### config.mk
export PLATFORM = sky130hd
export DESIGN_NAME = hex_disp_ctrl
export DESIGN_NICKNAME = d
export VERILOG_FILES = /design/src/rtl/hex_disp_ctrl.sv
export SDC_FILE = /design/constraint.sdc
export NUM_CORES = 1
export LEC_CHECK = 0
export CORE_UTILIZATION = 46
export CTS_CLUSTER_SIZE = 24
export DETAILED_ROUTE_END_ITERATION = 16
export GPL_ROUTABILITY_DRIVEN = 0
export GPL_TIMING_DRIVEN = 1
export PLACE_DENSITY = 0.71
export SLEW_MARGIN = 5
export SYNTH_ARGS = -nofsm -noshare
export SYNTH_HDL_FRONTEND = slang
export SYNTH_SLANG_ARGS = --single-unit
### constraint.sdc
create_clock -name clk -period 3.2 [get_ports clk]
set_clock_uncertainty 0.2 [all_clocks]
set_input_delay 0.64 -clock clk [delete_from_list [all_inputs] [get_ports clk]]
set_output_delay 0.64 -clock clk [all_outputs]
set_load 0.05 [all_outputs]
### src/rtl/hex_disp_ctrl.sv
// hex_disp_ctrl: multi-digit hex to 7-segment display controller.
// A single nibble decoder is time-multiplexed over the digits, MSB first,
// one digit per cycle after a load is accepted. Segment outputs are
// active-low with bit order g,f,e,d,c,b,a per digit. A free-running blink
// counter can blank the whole display during its off phase.
// Optional feature macro: HEX_DISP_LZB_EN (leading-zero blanking).
module hex_disp_ctrl #(
  parameter int DIGITS  = 4,
  parameter int BLINK_W = 24
) (
  input  logic                  clk,
  input  logic                  reset,
  input  logic                  load,
  input  logic [4*DIGITS-1:0]   value,
  input  logic                  blank_lz,
  input  logic                  blink_en,
  output logic                  ready,
  output logic                  done,
  output logic [7*DIGITS-1:0]   segs
);

  // Digit index is at most 5, so three bits cover every legal DIGITS.
  localparam logic [2:0] LAST_IDX = 3'(DIGITS - 1);
  localparam logic [6:0] SEG_OFF  = 7'b1111111;

  typedef enum logic {
    S_IDLE   = 1'b0,
    S_DECODE = 1'b1
  } state_t;

  state_t                r_state;
  state_t                w_next;
  logic [2:0]            r_idx;
  logic [4*DIGITS-1:0]   r_value;
  logic                  r_blank_lz;
  logic                  r_nz_seen;
  logic                  r_done;
  logic [7*DIGITS-1:0]   r_segs;
  logic [BLINK_W-1:0]    r_blink;

  logic [3:0]            w_nib;
  logic                  w_last;
  logic                  w_blank_digit;
  logic [6:0]            w_glyph;
  logic                  w_blink_off;

  // Active-low glyph for one hex nibble, bit order g,f,e,d,c,b,a.
  function automatic logic [6:0] hex_to_seg(input logic [3:0] nib);
    logic [6:0] seg;
    case (nib)
      4'h0:    seg = 7'b1000000;
      4'h1:    seg = 7'b1111001;
      4'h2:    seg = 7'b0100100;
      4'h3:    seg = 7'b0110000;
      4'h4:    seg = 7'b0011001;
      4'h5:    seg = 7'b0010010;
      4'h6:    seg = 7'b0000010;
      4'h7:    seg = 7'b1111000;
      4'h8:    seg = 7'b0000000;
      4'h9:    seg = 7'b0010000;
      4'hA:    seg = 7'b0001000;
      4'hB:    seg = 7'b0000011;
      4'hC:    seg = 7'b1000110;
      4'hD:    seg = 7'b0100001;
      4'hE:    seg = 7'b0000110;
      default: seg = 7'b0001110;
    endcase
    return seg;
  endfunction

  // Select the shadow nibble addressed by the current digit index.
  always_comb begin
    w_nib = 4'd0;
    for (int i = 0; i < DIGITS; i++) begin
      if (r_idx == 3'(i)) begin
        w_nib = r_value[4*i +: 4];
      end
    end
  end

  assign w_last = (r_idx == 3'd0);

`ifdef HEX_DISP_LZB_EN
  // A zero digit is blanked while nothing above it in this update was
  // nonzero; the units digit always shows so zero reads as "0".
  assign w_blank_digit = r_blank_lz && !r_nz_seen && (w_nib == 4'd0) && !w_last;
`else
  // Blanking is compiled out; the shadow flags exist but drive nothing.
  logic w_unused_lz;
  assign w_unused_lz   = r_blank_lz | r_nz_seen;
  assign w_blank_digit = 1'b0;
`endif

  assign w_glyph = w_blank_digit ? SEG_OFF : hex_to_seg(w_nib);

  // FSM state register.
  always_ff @(posedge clk or posedge reset) begin
    if (reset) begin
      r_state <= S_IDLE;
    end else begin
      r_state <= w_next;
    end
  end

  // FSM next-state and ready: one decode cycle per digit, then back to idle.
  always_comb begin
    w_next = r_state;
    ready  = 1'b0;
    case (r_state)
      S_IDLE: begin
        ready = 1'b1;
        if (load) begin
          w_next = S_DECODE;
        end
      end
      S_DECODE: begin
        if (w_last) begin
          w_next = S_IDLE;
        end
      end
      default: begin
        w_next = S_IDLE;
      end
    endcase
  end

  // Shadow copy of the value; it only changes when a load is accepted,
  // so input changes mid-update cannot disturb the digits being written.
  always_ff @(posedge clk) begin
    if ((r_state == S_IDLE) && load) begin
      r_value <= value;
    end
  end

  // Digit index, blanking flags, segment registers and the done pulse.
  always_ff @(posedge clk or posedge reset) begin
    if (reset) begin
      r_idx      <= LAST_IDX;
      r_blank_lz <= 1'b0;
      r_nz_seen  <= 1'b0;
      r_done     <= 1'b0;
      r_segs     <= '1;
    end else begin
      r_done <= 1'b0;
      case (r_state)
        S_IDLE: begin
          if (load) begin
            r_idx      <= LAST_IDX;
            r_blank_lz <= blank_lz;
            r_nz_seen  <= 1'b0;
          end
        end
        S_DECODE: begin
          for (int i = 0; i < DIGITS; i++) begin
            if (r_idx == 3'(i)) begin
              r_segs[7*i +: 7] <= w_glyph;
            end
          end
          if (w_nib != 4'd0) begin
            r_nz_seen <= 1'b1;
          end
          if (w_last) begin
            r_idx  <= LAST_IDX;
            r_done <= 1'b1;
          end else begin
            r_idx <= r_idx - 3'd1;
          end
        end
        default: begin
          r_idx <= LAST_IDX;
        end
      endcase
    end
  end

  // Free-running blink counter; its MSB selects the off phase.
  always_ff @(posedge clk or posedge reset) begin
    if (reset) begin
      r_blink <= '0;
    end else begin
      r_blink <= r_blink + 1'b1;
    end
  end

  // Blinking masks the outputs only; stored patterns are untouched.
  assign w_blink_off = blink_en && r_blink[BLINK_W-1];
  assign segs        = w_blink_off ? '1 : r_segs;
  assign done        = r_done;

endmodule

# After elaboration in Yosys (flattened, before gate mapping)
# Memories as Yosys holds them, arrays and structs flattened.
# Index checks and enable logic that the tools add are counted.
[classes] n_addsub=2 eq_ne=4 muxes=14 bitwise=1 reduce_logical=7
[ops] operator="two-way mux 28 bit" count=1
[ops] operator="adder 24 x 1 -> 24 bit, second input constant" count=1
[ops] operator="two-way mux 4 bit" count=4
[ops] operator="AND reduction 2 bit" count=4
[ops] operator="== test 3 x 2 -> 1 bit, second input constant" count=2
[ops] operator="two-way mux 3 bit" count=2
[ops] operator="one-hot mux 3 bit (2 select lines)" count=1
[ops] operator="two-way mux 1 bit" count=5
[ops] operator="== test 3 x 1 -> 1 bit, second input constant" count=1
[ops] operator="zero test 3 bit" count=1
[ops] operator="subtractor 3 x 1 -> 3 bit, second input constant" count=1
[ops] operator="logical AND 1 bit" count=2
[ops] operator="!= test 2 bit, second input constant" count=1
[ops] operator="one-hot mux 1 bit (2 select lines)" count=1
[ops] operator="NOT 1 bit" count=1
[totals] ff_bits=73 romBits=112 inputBits=21 out_inout_bits=30 elab_cells=38 memories=1
[memory_table] name="(name not given)" words=16 width=7 read_ports=1 rd_ports_with_merged_regs=0 write_ports=0 line="50" rtl="case (nib)"

# Longest topological paths before layout
# Gate-level depths: netlist (run 1).
# An unclocked memory read counts as a cell.
[depth] word_depth=6 mapped_depth=14 mapped_depth_nobuf=13

# Worst setup path before layout (run 1)
# No wires, ideal clock.
[synth_path] path_kind="register to register" from="register r_idx[1]" to="register r_segs[13]" setup_time_ps=77 arrival_time_ps=2419 required_ps=2923 setup_slack_ps=504 path_stages_with_launch=13 path_buffers=1 synth_period_minus_slack_ps=2696 path_cell_list="dfstp_2 -> inv_1 -> ha_1 -> buf_2 -> o211ai_1 -> o221ai_1 -> or2_2 -> inv_1 -> ha_1 -> inv_1 -> or2_0 -> a21o_1 -> a31oi_1"
[synth_between] elab_chain_len=6 word_cells_on_any_way=10 classes_between="eq/ne: 3; mux: 4; reduce/logical: 2; memory: 1"
[synth_lines] element="from (decl)" line="33" rtl="logic [2:0] r_idx;"
[synth_lines] element="from (signal assigned)" line="166" rtl="r_idx <= r_idx - 3'd1;"
[synth_lines] element="zero test 3 bit" line="75" rtl="if (r_idx == 3'(i)) begin"
[synth_lines] element="two-way mux 4 bit (4 in a row)" line="75"
[synth_lines] element="memory (16 x 7 bit)"
[synth_lines] element="to (signal, indexed assignment)" line="156" rtl="r_segs[7*i +: 7] <= w_glyph;"
[synth_lines] element="to (decl)" line="38" rtl="logic [7*DIGITS-1:0] r_segs;"
# Parallel ways exist; a longest one is shown, timed or not.
# A chain may end at the register's enable or synchronous reset.

# Final worst setup path (run 1)
# Ends and elaborated chain as after synthesis.

==> results.cfg, run 1 <==
[run_status]
status = complete, no violations

[cts]
clock-sinks = 73
cts_tree = done
h-tree-depth = 3
cts.clk_slew.worst_paths_ns = 0.08
clockBufferDepth = 2
cts_buffers = 9
root_buffer = clkbuf_8
clock_latency_ns = 0.35
postCtsSetupBuffers = 0

[detailed_routing]
dr.first_iter.drc_count = 113
top_layer_used = met4
wl_per_cell_um = 13.5
m1WireLength_um = 3000
drcViolationCount = 0
vias = 2408
antenna_left = 0
firstDrtPassIters = 4
routed_via_density = 5.02
wl_um = 6460
wl_met3_um = 226
wl_met2_um = 3120

[cells_and_area]
nets = 409
drive_gt1_frac = 0.241
syn2layout_area_growth_pct = 33.4
diodes = 0
fillers = 586
final_core_util = 0.632
fin_area_mm2 = 0.00456

[die]
io_pins = 51
dieArea_mm2 = 0.00778
dieHeight_um = 88.2
start_util = 0.474
rows = 31
die_w_um = 88.2
core-area_mm2 = 0.00721

[logic_synthesis]
syn_area_mm2 = 0.00342
synth-main-ff-cell = dfstp_2
avgSynthCellArea_um2 = 10.7
synthDistinctLibCells = 45
ys_seq_area_frac = 0.569
yosysWarnings = 0
synth_seq_cells = 73
async_flop_share = 0.781
synth_edf_count = 16
syn_inst = 319
synth_nets = 352

[timing]
finalSetupViolCount = 0
fin_crit_ns = 2.97
setup_tns_ns = 0
grt_setup_unrepaired = no
tightest_slew_ns = 0.616
finalCritPeriodShare = 0.928
slew_headroom = 0.589
finalHoldViolCount = 0
slew_viol_final = 0
fmax_ghz = 0.337

[grt]
grt_pass1_wl_um = 10700
overflow = 0
grt_pass1_vias = 2263
antenna_found_initial = 0
grtUsageTotal = 0.185
grt_max_degree = 31

[pwr]
p_total_mw = 5.22
p_per_area_mw_per_mm2 = 1150
power.leakage_nw = 1.94
peakVddDrop_v = 0.000426

[setup_path]
crit_chain = ha_1 > nor2_2 > o211ai_1 > o221ai_1 > or2_2 > inv_1 > ha_1 > inv_1 > or2_0 > a21o_1 > a31oi_1
critical_path.max_fanout = 6
crit_type = reg2reg
end_kind = flop
max_stage_delay_ns = 0.56
crit_family = simple AND/OR/NAND/NOR gates
cp.buffers_inverters = 2
cp.required_ns = 3.27
start_kind = flop
critPathArrivalTime_ns = 3.04
slowest_stage = dfstp_2

[flow_run]
maxCapViolations = 0

[place]
placed_area_mm2 = 0.00433
port_buffers = 49
hpwl_um = 4680

[min_path]
hold_class = reg2reg
[flip-flops by register name, summed over array words and instances, names as in the netlist]
signal,cells
done,1
r_blink,24
r_idx,3
r_segs,28
r_state,1
r_value,16
[worst register-to-register path, stage by stage (launching register included)]
cell and delay (ns):
dfstp_2 0.56, ha_1 0.31, nor2_2 0.14, o211ai_1 0.10
o221ai_1 0.20, or2_2 0.36, inv_1 0.12, ha_1 0.19
inv_1 0.05, or2_0 0.25, a21o_1 0.22, a31oi_1 0.20
[repair_timing]
action / in CTS / in global routing
hold buffers: 0 / 0
resized for setup: 0 / 5
setup endpoints to repair: 0 / 14
[layout by cell type, fill, tap and decap left out, types with 9 or more instances in the layout]
cell / synthesis / routed
nand2_1: 35 / 35
edfxtp_1: 16 / 16
dfstp_2: 30 / 30
dfrtp_1: 27 / 27
nor2_1: 34 / 33
buf_12: 0 / 29
and3_1: 9 / 9
clkdlybuf4s50_1: 0 / 21
inv_1: 12 / 11
ha_1: 12 / 10
a21oi_1: 20 / 19
clkbuf_8: 0 / 9
nand3_1: 9 / 9
o21ai_0: 10 / 10
xnor2_1: 16 / 16
nand2b_1: 30 / 30
[area by class of cell]
class	count	area, µm²	share of cell area
Clock buffer	10	149	0.0327
Clock inverter	6	65.1	0.0143
Inverter	12	45.0	0.00988
Multi-Input combinational cell	225	1400	0.308
Sequential cell	73	1940	0.427
Tap cell	99	124	0.0272
Timing Repair Buffer	55	828	0.182
[path summary, 6_finish.rpt]
path / slack, ns / to / start / cells after the start
setup reg to reg: 0.23 / r_segs[13]$_DFFE_PP1P_ / r_idx[1]$_DFFE_PP1P_ / 11
setup / recovery: 0.23 / r_segs[13]$_DFFE_PP1P_ / r_idx[1]$_DFFE_PP1P_ / 11
hold / removal: 0.27 / r_blink[4]$_DFF_PP0_ / r_blink[4]$_DFF_PP0_ / 1
max in group asynchronous: 1.66 / r_segs[17]$_DFFE_PP1P_ / reset / 3
min in group asynchronous: 0.48 / r_blink[11]$_DFF_PP0_ / reset / 2
hold reg to reg: 0.27 / r_blink[4]$_DFF_PP0_ / r_blink[4]$_DFF_PP0_ / 1
[routing by layer]
| metal | track usage | vias to the layer above |
|---|---|---|
| met4 | 0.0704 | 0 |
| met5 | 0 | - |
| met3 | 0.0518 | 9 |
| li1 | - | 1190 |
| met2 | 0.283 | 44 |
| met1 | 0.250 | 1165 |
[synthesized netlist by cell type, types with 2 or more instances]
cell type | instances | share of area
nand2_1 | 35 | 0.038
nor2_1 | 34 | 0.037
dfstp_2 | 30 | 0.23
nand2b_1 | 30 | 0.055
dfrtp_1 | 27 | 0.20
a21oi_1 | 20 | 0.029
edfxtp_1 | 16 | 0.14
xnor2_1 | 16 | 0.041
ha_1 | 12 | 0.044
inv_1 | 12 | 0.013
o21ai_0 | 10 | 0.015
and3_1 | 9 | 0.016
nand3_1 | 9 | 0.013
xor2_1 | 7 | 0.018
a31oi_1 | 5 | 0.0092
clkbuf_1 | 5 | 0.0055
nand3b_1 | 3 | 0.0066
nand4_1 | 3 | 0.0055
nor2b_1 | 3 | 0.0055
and2_1 | 2 | 0.0037
buf_1 | 2 | 0.0022
mux2i_1 | 2 | 0.0059
nor3_1 | 2 | 0.0029
nor3b_1 | 2 | 0.0044
o211ai_1 | 2 | 0.0044
or2_2 | 2 | 0.0037
[report_power, final]
| part | switching (mW) | total, mW | internal [mW] |
|---|---|---|---|
| clock | 0.348 | 0.755 | 0.407 |
| combinational | 1.74 | 3.02 | 1.27 |
| sequential | 0.128 | 1.45 | 1.32 |
[through the flow]
step | hold slack, ns | cells | setup WS, ns
floorplan | 0.234 | 319 | 0.504
CTS | 0.271 | 480 | 0.154
detailed placement | 0.257 | 464 | 0.181
global placement | 0.251 | 464 | 0.294
global route | 0.280 | 480 | 0.0201
finish | 0.272 | 480 | 0.232
[kinds of logic after synthesis]
group,Yosys count,share of synthesized area
xor+xnor,23,0.0590
compound gates,49,0.0912
simple gates,139,0.205
fa+ha+maj,12,0.0439
flops,73,0.569
buf+inv,21,0.0256
mux,2,0.00586
Power figures use the tool's default switching activity.
==> run 2, diff against run 1 <==
--- a/config.mk
+++ b/config.mk
@@ -5,6 +5,8 @@
 export SDC_FILE = /design/constraint.sdc
 export NUM_CORES = 1
 export LEC_CHECK = 0
+export ABC_CLOCK_PERIOD_IN_PS = 3200
+export CORE_MARGIN = 1
 export CORE_UTILIZATION = 46
 export CTS_CLUSTER_SIZE = 24
 export DETAILED_ROUTE_END_ITERATION = 16
==> results of run 2 <==
Final layout, timing and power as in run 1 (identical DEF).
==> run 3, diff against run 2 <==
--- a/config.mk
+++ b/config.mk
@@ -10,9 +10,8 @@
 export CORE_UTILIZATION = 46
 export CTS_CLUSTER_SIZE = 24
 export DETAILED_ROUTE_END_ITERATION = 16
-export GPL_ROUTABILITY_DRIVEN = 0
-export GPL_TIMING_DRIVEN = 1
 export PLACE_DENSITY = 0.71
+export SKIP_LAST_GASP = 1
 export SLEW_MARGIN = 5
 export SYNTH_ARGS = -nofsm -noshare
 export SYNTH_HDL_FRONTEND = slang
==> results of run 3 <==
Final layout, timing and power as in run 1 (identical DEF).
==> variant (settings of run 3) <==
Build with the macro `HEX_DISP_LZB_EN` defined.
--- a/src/rtl/hex_disp_ctrl.sv
+++ b/src/rtl/hex_disp_ctrl.sv
@@ -6,2 +6,4 @@
 // Optional feature macro: HEX_DISP_LZB_EN (leading-zero blanking).
+`define HEX_DISP_LZB_EN
+
 module hex_disp_ctrl #(
Formal check against the unedited RTL: not equivalent (a bounded check fails within 4 cycles, from zero or initial values and one cycle with reset high).
==> variant against run 3 <==
  * Maximum frequency decreased by 3.8%
  * Combinational power increased by 3%
  * Clock power decreased by 9.5%
  * Setup slack got worse by 0.12 ns
  * Sequential cell count increased by 2
  * Die area increased by 4.5%
  * Via count increased by 5.7%
  * Largest cell class unchanged
  * Critical path type unchanged
  * Synthesized area increased by 4.6%
  * Worst hold slack got worse by 0.0060 ns
  * Routed wire length increased by 11%
  * Cell area increased by 4.9%
  * Power increased by 0.62%
==> variant: results (changes against run 3) <==
| Metric | Value |
|---|---|
| Outcome | complete, no violations (unchanged) |
| Routed wl met2 | 3.52 mm (was 3.12 mm) |
| Yosys warnings | 0 (unchanged) |
| DP HPWL | 5.23 mm (was 4.68 mm) |
| Drt first-iter violations | 177 (was 113) |
| Netlist cell types | 49 (was 45) |
| P per Cell Area | 1100 mW/mm^2 (was 1150 mW/mm^2) |
| Syn_nets | 360 (was 352) |
| Lkg Pwr | 2.02 nW (was 1.94 nW) |
| Post-synthesis sequential area ratio | 55.8% (was 56.9%) |
| CP max stage delay | 0.44 ns (was 0.56 ns) |
| Post-Synth XOR/XNOR Area | 5.39% (was 5.90%) |
| PortBufs | 50 (was 49) |
| Post-Synth Adder-Cell Area | 3.50% (was 4.39%) |
| Placed cell count | 476 (was 464) |
| Async S/R FF share, synth | 78.7% (was 78.1%) |
| Share of layout cells above drive strength 1 | 28.3% (was 24.1%) |
| FF-to-FF End | r_segs[26]$_DFFE_PP1P_ (was r_segs[13]$_DFFE_PP1P_) |
| Tot GR Track Use | 19.2% (was 18.5%) |
| VDD IR-drop max | 0.503 mV (was 0.426 mV) |
| WL/cell | 14.5 um (was 13.5 um) |
| Hold EP | r_segs[1]$_DFFE_PP1P_ (was r_blink[4]$_DFF_PP0_) |
| WL met3 | 291 um (was 226 um) |
| Fill cell count | 585 (was 586) |
| Number of flops mapped to enable cells by yosys | 16 (unchanged) |
| Min Hold Slack | 0.266 ns (was 0.272 ns) |
| Cell family with most CP delay | compound AO/OA/AOI/OAI gates (was simple AND/OR/NAND/NOR gates) |
| Critical path arrival | 3.15 ns (was 3.04 ns) |
| Nets | 422 (was 409) |
| Vias in the first global route | 2565 (was 2263) |
| R2R setup slack | 0.12 ns (was 0.23 ns) |
| RePlAce Congestion | 0.841 (was 0.926) |
| Avg Inst Size Synth | 10.9 um^2 (was 10.7 um^2) |
| Most instantiated cells after synthesis | nand2_1, nand2b_1, dfstp_2 (was nand2_1, nor2_1, dfstp_2, nand2b_1, dfrtp_1) |
| Slew headroom | 56.2% (was 58.9%) |
| Slowest CP cell | a311o_2 (was dfstp_2) |
| Hold_sp | r_segs[1]$_DFFE_PP1P_ (was r_blink[4]$_DFF_PP0_) |
| Pin count of the biggest net entering global routing | 29 (was 31) |
| Global-route wire length before repair | 12.3 mm (was 10.7 mm) |
| Synth Area in Compound Gates | 10.7% (was 9.12%) |
| Hold Path Stages | 2 (was 1) |
| Top cells by area, synth | dfstp_2, dfrtp_1, edfxtp_1 (unchanged) |
| Final WL | 7.17 mm (was 6.46 mm) |
| Dpl cell area | 0.00450 mm^2 (was 0.00433 mm^2) |
| Pre-CTS WS | 0.0298 ns (was 0.181 ns) |
| Worst-path fanout max | 11 (was 6) |
| Mux cell area share after synthesis | 1.58% (was 0.586%) |
| FMAX | 324 MHz (was 337 MHz) |
## variant: layer usage
metal  vias to the layer above  GRT usage [%]
met3                        13           4.15
met1                      1217           24.8
li1                       1251              -
met5                         -              0
met2                        65           30.9
met4                         0           8.74
## variant: power breakdown
group          internal, W  switching [W]
sequential         0.00132       0.000143
clock             0.000325       0.000358
combinational      0.00135        0.00176
total              0.00299        0.00226
## variant: area by class of cell
class,count,share of cell area (%)
multi-input cells,230,32.4
clock buffers,11,3.17
well taps,99,2.59
clock inverters,5,0.759
repair buffers,64,18.5
flip-flops and latches,75,41.7
inverters,11,0.864
## variant: logic make-up after synthesis
family,after synthesis
simple gates,134
flops,75
compound gates,59
buf+inv,24
xor+xnor,22
fa+ha+maj,10
mux,5
## variant: worst min-delay path, stage by stage (launching register included)
cell and delay [ns]:
dfstp_2 0.37, nand2_1 0.05, nand2_1 0.05
## variant: timing repair
action / 4_1_cts / 5_1_grt
buffers inserted: 0 / 3
endpoints found under the setup margin: 2 / 27
resized for setup: 1 / 14
pin swaps: 0 / 1
